## src/rtl/uart_tx_fifo_if.sv

```systemverilog
// Producer-side bus of the FIFO-fronted UART transmitter.
// The producer holds the master modport; the transmitter holds the slave modport.
`timescale 1ns/1ps
interface uart_tx_fifo_if #(
  parameter int DATA_BITS  = 8,
  parameter int FIFO_DEPTH = 4
);
  logic [DATA_BITS-1:0]              data_in;
  logic                              tx_start;
  logic                              tx_ready;
  logic [$clog2(FIFO_DEPTH+1)-1:0]   fifo_count;
  logic                              tx;
  logic                              tx_busy;
  logic                              tx_done;

  modport master (output data_in, tx_start,
                  input  tx_ready, fifo_count, tx, tx_busy, tx_done);
  modport slave  (input  data_in, tx_start,
                  output tx_ready, fifo_count, tx, tx_busy, tx_done);
endinterface

```

## src/rtl/uart_tx_fifo.sv

```systemverilog
// UART transmitter with an input FIFO and a configurable frame format.
// Frames are sent back to back while the FIFO holds data.
`timescale 1ns/1ps
module uart_tx_fifo #(
  parameter int CLK_FREQ   = 12000000,
  parameter int BAUD       = 9600,
  parameter int DATA_BITS  = 8,
  parameter int PARITY     = 0,
  parameter int STOP_BITS  = 1,
  parameter int FIFO_DEPTH = 4
) (
  input  logic           clk,
  input  logic           reset,
  uart_tx_fifo_if.slave  bus
);
  localparam int CLK_PER_BIT = CLK_FREQ / BAUD;
  localparam int AW = $clog2(FIFO_DEPTH);
  localparam int CW = $clog2(FIFO_DEPTH + 1);
  localparam int BW = $clog2(CLK_PER_BIT);
  localparam int NW = $clog2(DATA_BITS + 1);
  localparam logic [BW-1:0] BAUD_LAST = BW'(CLK_PER_BIT - 1);
  localparam logic [NW-1:0] DATA_LAST = NW'(DATA_BITS - 1);
  localparam logic [NW-1:0] STOP_LAST = NW'(STOP_BITS - 1);
  localparam logic [CW-1:0] FULL_CNT  = CW'(FIFO_DEPTH);

  typedef enum logic [2:0] {S_IDLE, S_START, S_DATA, S_PAR, S_STOP} state_t;

  // FIFO
  logic [DATA_BITS-1:0] mem [FIFO_DEPTH];
  logic [AW-1:0]        wr_ptr, rd_ptr;
  logic [CW-1:0]        count;
  logic                 push, pop, full, empty;

  assign full  = (count == FULL_CNT);
  assign empty = (count == '0);
  assign push  = bus.tx_start && !full;

  always_ff @(posedge clk or posedge reset) begin
    if (reset) begin
      wr_ptr <= '0;
      rd_ptr <= '0;
      count  <= '0;
    end else begin
      if (push) wr_ptr <= wr_ptr + 1'b1;
      if (pop)  rd_ptr <= rd_ptr + 1'b1;
      case ({push, pop})
        2'b10:   count <= count + 1'b1;
        2'b01:   count <= count - 1'b1;
        default: ;
      endcase
    end
  end

  always_ff @(posedge clk) begin
    if (push) mem[wr_ptr] <= bus.data_in;
  end

  // Transmit FSM
  state_t               state, state_n;
  logic [BW-1:0]        baud, baud_n;
  logic [NW-1:0]        bcnt, bcnt_n;
  logic [DATA_BITS-1:0] sh, sh_n;
  logic                 par_q, par_n, tx_q, tx_n, done_q, done_n;
  logic                 bit_end, load;
  logic [DATA_BITS-1:0] head;
  logic                 head_par;

  assign head     = mem[rd_ptr];
  assign head_par = (^head) ^ (PARITY == 2);
  assign bit_end  = (baud == BAUD_LAST);

  always_comb begin
    state_n = state;
    baud_n  = baud;
    bcnt_n  = bcnt;
    sh_n    = sh;
    par_n   = par_q;
    tx_n    = tx_q;
    done_n  = 1'b0;
    load    = 1'b0;
    pop     = 1'b0;
    if (state != S_IDLE) baud_n = bit_end ? '0 : baud + 1'b1;
    case (state)
      S_IDLE: if (!empty) load = 1'b1;
      S_START: if (bit_end) begin
        state_n = S_DATA;
        tx_n    = sh[0];
        sh_n    = sh >> 1;
        bcnt_n  = '0;
      end
      S_DATA: if (bit_end) begin
        if (bcnt == DATA_LAST) begin
          bcnt_n = '0;
          if (PARITY != 0) begin
            state_n = S_PAR;
            tx_n    = par_q;
          end else begin
            state_n = S_STOP;
            tx_n    = 1'b1;
          end
        end else begin
          bcnt_n = bcnt + 1'b1;
          tx_n   = sh[0];
          sh_n   = sh >> 1;
        end
      end
      S_PAR: if (bit_end) begin
        state_n = S_STOP;
        tx_n    = 1'b1;
        bcnt_n  = '0;
      end
      S_STOP: if (bit_end) begin
        if (bcnt == STOP_LAST) begin
          done_n = 1'b1;
          // Chain straight into the next start bit when more data is queued.
          if (!empty) load = 1'b1;
          else begin
            state_n = S_IDLE;
            tx_n    = 1'b1;
          end
        end else begin
          bcnt_n = bcnt + 1'b1;
        end
      end
      default: state_n = S_IDLE;
    endcase
    if (load) begin
      pop     = 1'b1;
      state_n = S_START;
      sh_n    = head;
      par_n   = head_par;
      tx_n    = 1'b0;
      baud_n  = '0;
    end
  end

  always_ff @(posedge clk or posedge reset) begin
    if (reset) begin
      state  <= S_IDLE;
      baud   <= '0;
      bcnt   <= '0;
      sh     <= '0;
      par_q  <= 1'b0;
      tx_q   <= 1'b1;
      done_q <= 1'b0;
    end else begin
      state  <= state_n;
      baud   <= baud_n;
      bcnt   <= bcnt_n;
      sh     <= sh_n;
      par_q  <= par_n;
      tx_q   <= tx_n;
      done_q <= done_n;
    end
  end

  assign bus.tx         = tx_q;
  assign bus.tx_done    = done_q;
  assign bus.tx_busy    = (state != S_IDLE);
  assign bus.tx_ready   = !full;
  assign bus.fifo_count = count;
endmodule

```

## src/flat_wrapper.sv

```systemverilog
// flat-port wrapper written by rule: the top's interface ports become plain ports
module uart_tx_fifo_flat 
#(
  parameter int CLK_FREQ   = 12000000,
  parameter int BAUD       = 9600,
  parameter int DATA_BITS  = 8,
  parameter int PARITY     = 0,
  parameter int STOP_BITS  = 1,
  parameter int FIFO_DEPTH = 4
)
  (clk, reset, bus_data_in, bus_tx_start, bus_tx_ready, bus_fifo_count, bus_tx, bus_tx_busy, bus_tx_done);
  uart_tx_fifo_if #(.DATA_BITS(DATA_BITS), .FIFO_DEPTH(FIFO_DEPTH)) bus_i ();
  input  logic clk;
  input  logic reset;
  input wire logic [$bits(bus_i.data_in)-1:0] bus_data_in;
  input wire logic [$bits(bus_i.tx_start)-1:0] bus_tx_start;
  output wire logic [$bits(bus_i.tx_ready)-1:0] bus_tx_ready;
  output wire logic [$bits(bus_i.fifo_count)-1:0] bus_fifo_count;
  output wire logic [$bits(bus_i.tx)-1:0] bus_tx;
  output wire logic [$bits(bus_i.tx_busy)-1:0] bus_tx_busy;
  output wire logic [$bits(bus_i.tx_done)-1:0] bus_tx_done;
  assign bus_i.data_in = bus_data_in;
  assign bus_i.tx_start = bus_tx_start;
  assign bus_tx_ready = bus_i.tx_ready;
  assign bus_fifo_count = bus_i.fifo_count;
  assign bus_tx = bus_i.tx;
  assign bus_tx_busy = bus_i.tx_busy;
  assign bus_tx_done = bus_i.tx_done;
  uart_tx_fifo #(.CLK_FREQ(CLK_FREQ), .BAUD(BAUD), .DATA_BITS(DATA_BITS), .PARITY(PARITY), .STOP_BITS(STOP_BITS), .FIFO_DEPTH(FIFO_DEPTH)) u_core (.clk(clk), .reset(reset), .bus(bus_i));
endmodule
```

## config.mk

```make
export PLATFORM = sky130hd
export DESIGN_NAME = uart_tx_fifo_flat
export DESIGN_NICKNAME = d
export VERILOG_FILES = /design/src/rtl/uart_tx_fifo_if.sv /design/src/rtl/uart_tx_fifo.sv /design/src/flat_wrapper.sv
export SDC_FILE = /design/constraint.sdc
export NUM_CORES = 1
export LEC_CHECK = 0
export BUFFER_PORTS_ARGS = -buffer_cell sky130_fd_sc_hd__buf_2
export CAP_MARGIN = 30
export CORE_ASPECT_RATIO = 1.1
export CORE_UTILIZATION = 41
export CTS_BUF_LIST = sky130_fd_sc_hd__clkbuf_2 sky130_fd_sc_hd__clkbuf_4 sky130_fd_sc_hd__clkbuf_8
export CTS_CLUSTER_SIZE = 14
export DETAILED_ROUTE_END_ITERATION = 12
export MAX_ROUTING_LAYER = met4
export PLACE_DENSITY = 0.56
export SLEW_MARGIN = 10
export SYNTH_ARGS = -nofsm -noshare
export SYNTH_HDL_FRONTEND = slang
export SYNTH_SLANG_ARGS = --single-unit
```

## constraint.sdc

```tcl
create_clock -name clk -period 3.3 [get_ports clk]
set_input_delay 0.33 -clock clk [delete_from_list [all_inputs] [get_ports clk]]
set_output_delay 0.33 -clock clk [all_outputs]
set_load 0.05 [all_outputs]
```

==> results.txt <==
The run finished with clean final reports. After clock tree synthesis, the repair step resized 0 gates. TritonCTS built the clock tree.

The clock-pin slew of the registers on the worst-case setup and hold paths is 80 ps, and the number of global-route vias before repair is 1880. At the pin with the least slew margin, the transition time is 705.7 ps. In the synthesized netlist the dominant register cell turns out to be dfrtp_1. Summed over all instances, the cell type with the most area after synthesis is edfxtp_1. Counting the fill cells in the layout gives 648.

Max-cap violations in this run came to 0. In the final layout, flip-flops and latches occupy 1838 µm². Clock root buffer: clkbuf_8. The most common cell in the synthesized netlist was dfrtp_1. The area of all placed cells without fillers was 3450 µm²; the portion of total power attributed to the clock network was 0.335. The synthesized design contains 32 enable-type register cells. The tools report the number of buffers created by CTS as 9.

Each instance of the synthesized netlist takes up on average 12.99 µm². The floorplan has 32 rows. The number of antenna diodes in the final layout is 0.

The logs give 281 for the number of nets at the end of the flow and 81 for the count of routing violations after the opening detailed-route iteration. In this run the count of I/O pins placed on the die edge is 18. The tools report the latest clock arrival within the worst-skew pair as 350 ps. When the netlist entered floorplanning its net count stood at 257. The run gives 0.5295 as the worst slew margin relative to its limit. The design draws 0.002063 W.

The number of clock sinks is 67, and the area overhead of the layout relative to synthesis is 12.48%. The final critical delay including setup and external delays works out to 2804 ps. At the worst endpoint, the required time is 3580 ps. Type of the most critical hold path: input pin to asynchronous set/reset pin. The portion of total power attributed to sequential cells was 0.506; the horizontal die dimension was 84.46 µm.

The logs give 36 for the maximum number of pins on one net before global-route repair and 0 for the number of hold violations in the final report. The final clock period utilization by the worst path came out at 0.8496. Most heavily used metal layer in global routing: met2.

Switching power share of the total: 0.2938. Dividing the detail-routed via count by the number of cells gives 5.123. The first-pass iteration count of the detailed router was 4. The share of synthesized flip-flops with an asynchronous set or reset came out at 0.5224. IR analysis of the VDD net gives a maximum drop of 360.2 µV.

The residual antenna-violating net count after detailed routing is 0. The full die area is 7830 µm², and the met2 global-route usage is 0.2452. The critical path class is flip-flop to flip-flop. The logs give 0.4303 for the effective utilization at floorplan and 356.7 MHz for the maximum operating frequency.

Synthesis handed over a netlist of 236 instances. The setup TNS after final layout came out at 0 ps. The met1 layer usage reported by global route is 0.1963. The leakage power is 1.338 nW, and the core region area is 7127 µm².

The commonest cells after synthesis are dfrtp_1 (34), edfxtp_1 (32), nand2_1 (24), nor2_1 (15), xor2_1 (12). During placement, the flow inserted port buffers numbering 17. Initial antenna violation count: 0. Aggregate routed wire length: 5181 µm. The worst clock skew was 12.75 ps; the internal power summed over all cells was 0.001457 W. Count of hold-fix buffers inserted at cts: 0. For the overall fraction of global-route tracks in use, the log shows 0.1591.

The power per unit of standard cell area is 598.0 nW/µm². The share of total power in combinational logic was 0.159; the number of warnings issued by yosys was 0. In this run the post-CTS setup repair buffer count came out at 0.

The post-synth design cell area is 3067 µm², and the total congestion overflow is 0. The peak fanout along the critical path works out to 5. The HPWL after detailed placement is 3543 µm. Setup violations remaining at the end of the flow were counted as 0.

Setup repair after global routing left no endpoint under its margin. Hold timing on the final database bottoms out at a slack of 62.21 ps. The global routing met3 resource utilization was 0.04367. The placed instances occupy a cell area of 3248 µm². The share of layout cells above drive strength 1 came out at 0.2151. The area of the multi-input gates was 1162 µm²; the count of unique library cells instantiated by Yosys was 43. The proportion of netlist area held by the largest area contributor is 0.3133. The die height is 92.71 µm, and the first-pass GRT wire length is 9004 µm.

The run gives 0.5993 as the register area share after synthesis. The max-slew violation count was 0. In the post-synthesis netlist, the biggest area contributors are edfxtp_1 (31%), dfrtp_1 (28%), mux4_2 (5.9%). Counting flops and latches in the post-synthesis netlist gives 67. STA puts the critical path data arrival time at 3080 ps. Dividing the detail-routed wire length by the instance count gives 14.80 µm. The run gives 0.7983 as the routability-driven placement congestion ratio.

In the routed design, unresolved DRC markers number 0. For the net switching power of the design, the log shows 0.0006061 W. The clock passes through at most 2 buffers. The category of the worst setup path capture point was a flip-flop. The H-tree was split into 3 levels. For the number of vias after detailed routing, the log shows 1793. The worst setup path is launched from a flip-flop.
worst max-delay path, cell delays in order, from the launching register on:
cell     delay, ps
dfrtp_1        420
inv_1           70
ha_1           140
nor3b_1        330
or4b_1         550
a21oi_2        210
ha_1           200
inv_1           60
fa_1           370
xor2_1         150
nor2_1         110
xor2_1         140
power by group through the flow:
stage          logic, W  registers (W)  clock network, W
6_report       0.000329        0.00104          0.000690
4_1_cts        0.000339        0.00105          0.000712
3_5_place_dp   0.000337        0.00106                 0
2_1_floorplan  0.000185        0.00112                 0
5_1_grt        0.000373        0.00105          0.000744
3_3_place_gp   0.000336        0.00106                 0
cells by family after synthesis:
family	share of synthesized area
AO/OA/AOI/OAI	0.05998
AND/OR/NAND/NOR	0.1399
buffers and inverters	0.02285
adder cells (fa/ha/maj)	0.04325
flip-flops	0.5993
multiplexers	0.09180
XOR/XNOR	0.04284
layout by cell type, fill, tap and decap left out, types with 11 or more instances in the layout:
cell	count
nor2_1	15
edfxtp_1	32
inv_1	11
buf_2	17
dfrtp_1	34
nand2_1	24
xor2_1	12
layer usage:
layer / vias up / part of all wire
li1: 896 / -
met1: 857 / 0.47
met2: 32 / 0.47
met3: 8 / 0.036
met4: 0 / 0.017
met5: - / 0
registers in the layout, summed over array words and instances, names as in the netlist:
register,flops
u_core.baud,11
u_core.mem,32
u_core.rd_ptr,2
u_core.wr_ptr,2
u_core.sh,8
u_core.bcnt,4
u_core.bus.tx,1
u_core.bus.tx_done,1
u_core.bus.fifo_count,3
u_core.state,3
stage by stage:
| stage | instances | util | worst slack [ps] |
|---|---|---|---|
| 3_5_place_dp | 334 | 0.4558 | 480.4 |
| 2_1_floorplan | 236 | - | 510.3 |
| 6_report | 350 | 0.4840 | 496.2 |
| 4_1_cts | 350 | 0.4840 | 475.0 |
| 3_3_place_gp | 334 | 0.4558 | 560.5 |
| 5_1_grt | 350 | 0.4840 | 248.5 |
final timing paths:
path,from,end,slack [ps],depth (start not counted)
max,u_core.bcnt[0],u_core.bus.fifo_count[2],500,11
min,reset,u_core.wr_ptr[0],60,3
max reg2reg,u_core.bcnt[0],u_core.bus.fifo_count[2],500,11
min reg2reg,u_core.bus.fifo_count[0],u_core.bus.fifo_count[0],520,1
max in group asynchronous,reset,u_core.bus.tx,2880,3
min in group clk,bus_data_in[6],u_core.mem[0][6],200,1
cell type report:
cell class | count | share of cell area
flip-flops and latches | 67 | 0.5328
clock inverters | 7 | 0.02249
multi-input cells | 152 | 0.3370
inverters | 11 | 0.01197
clock buffers | 9 | 0.03591
repair buffers | 19 | 0.02902
well taps | 85 | 0.03083
(Power assumes the default switching activity.)
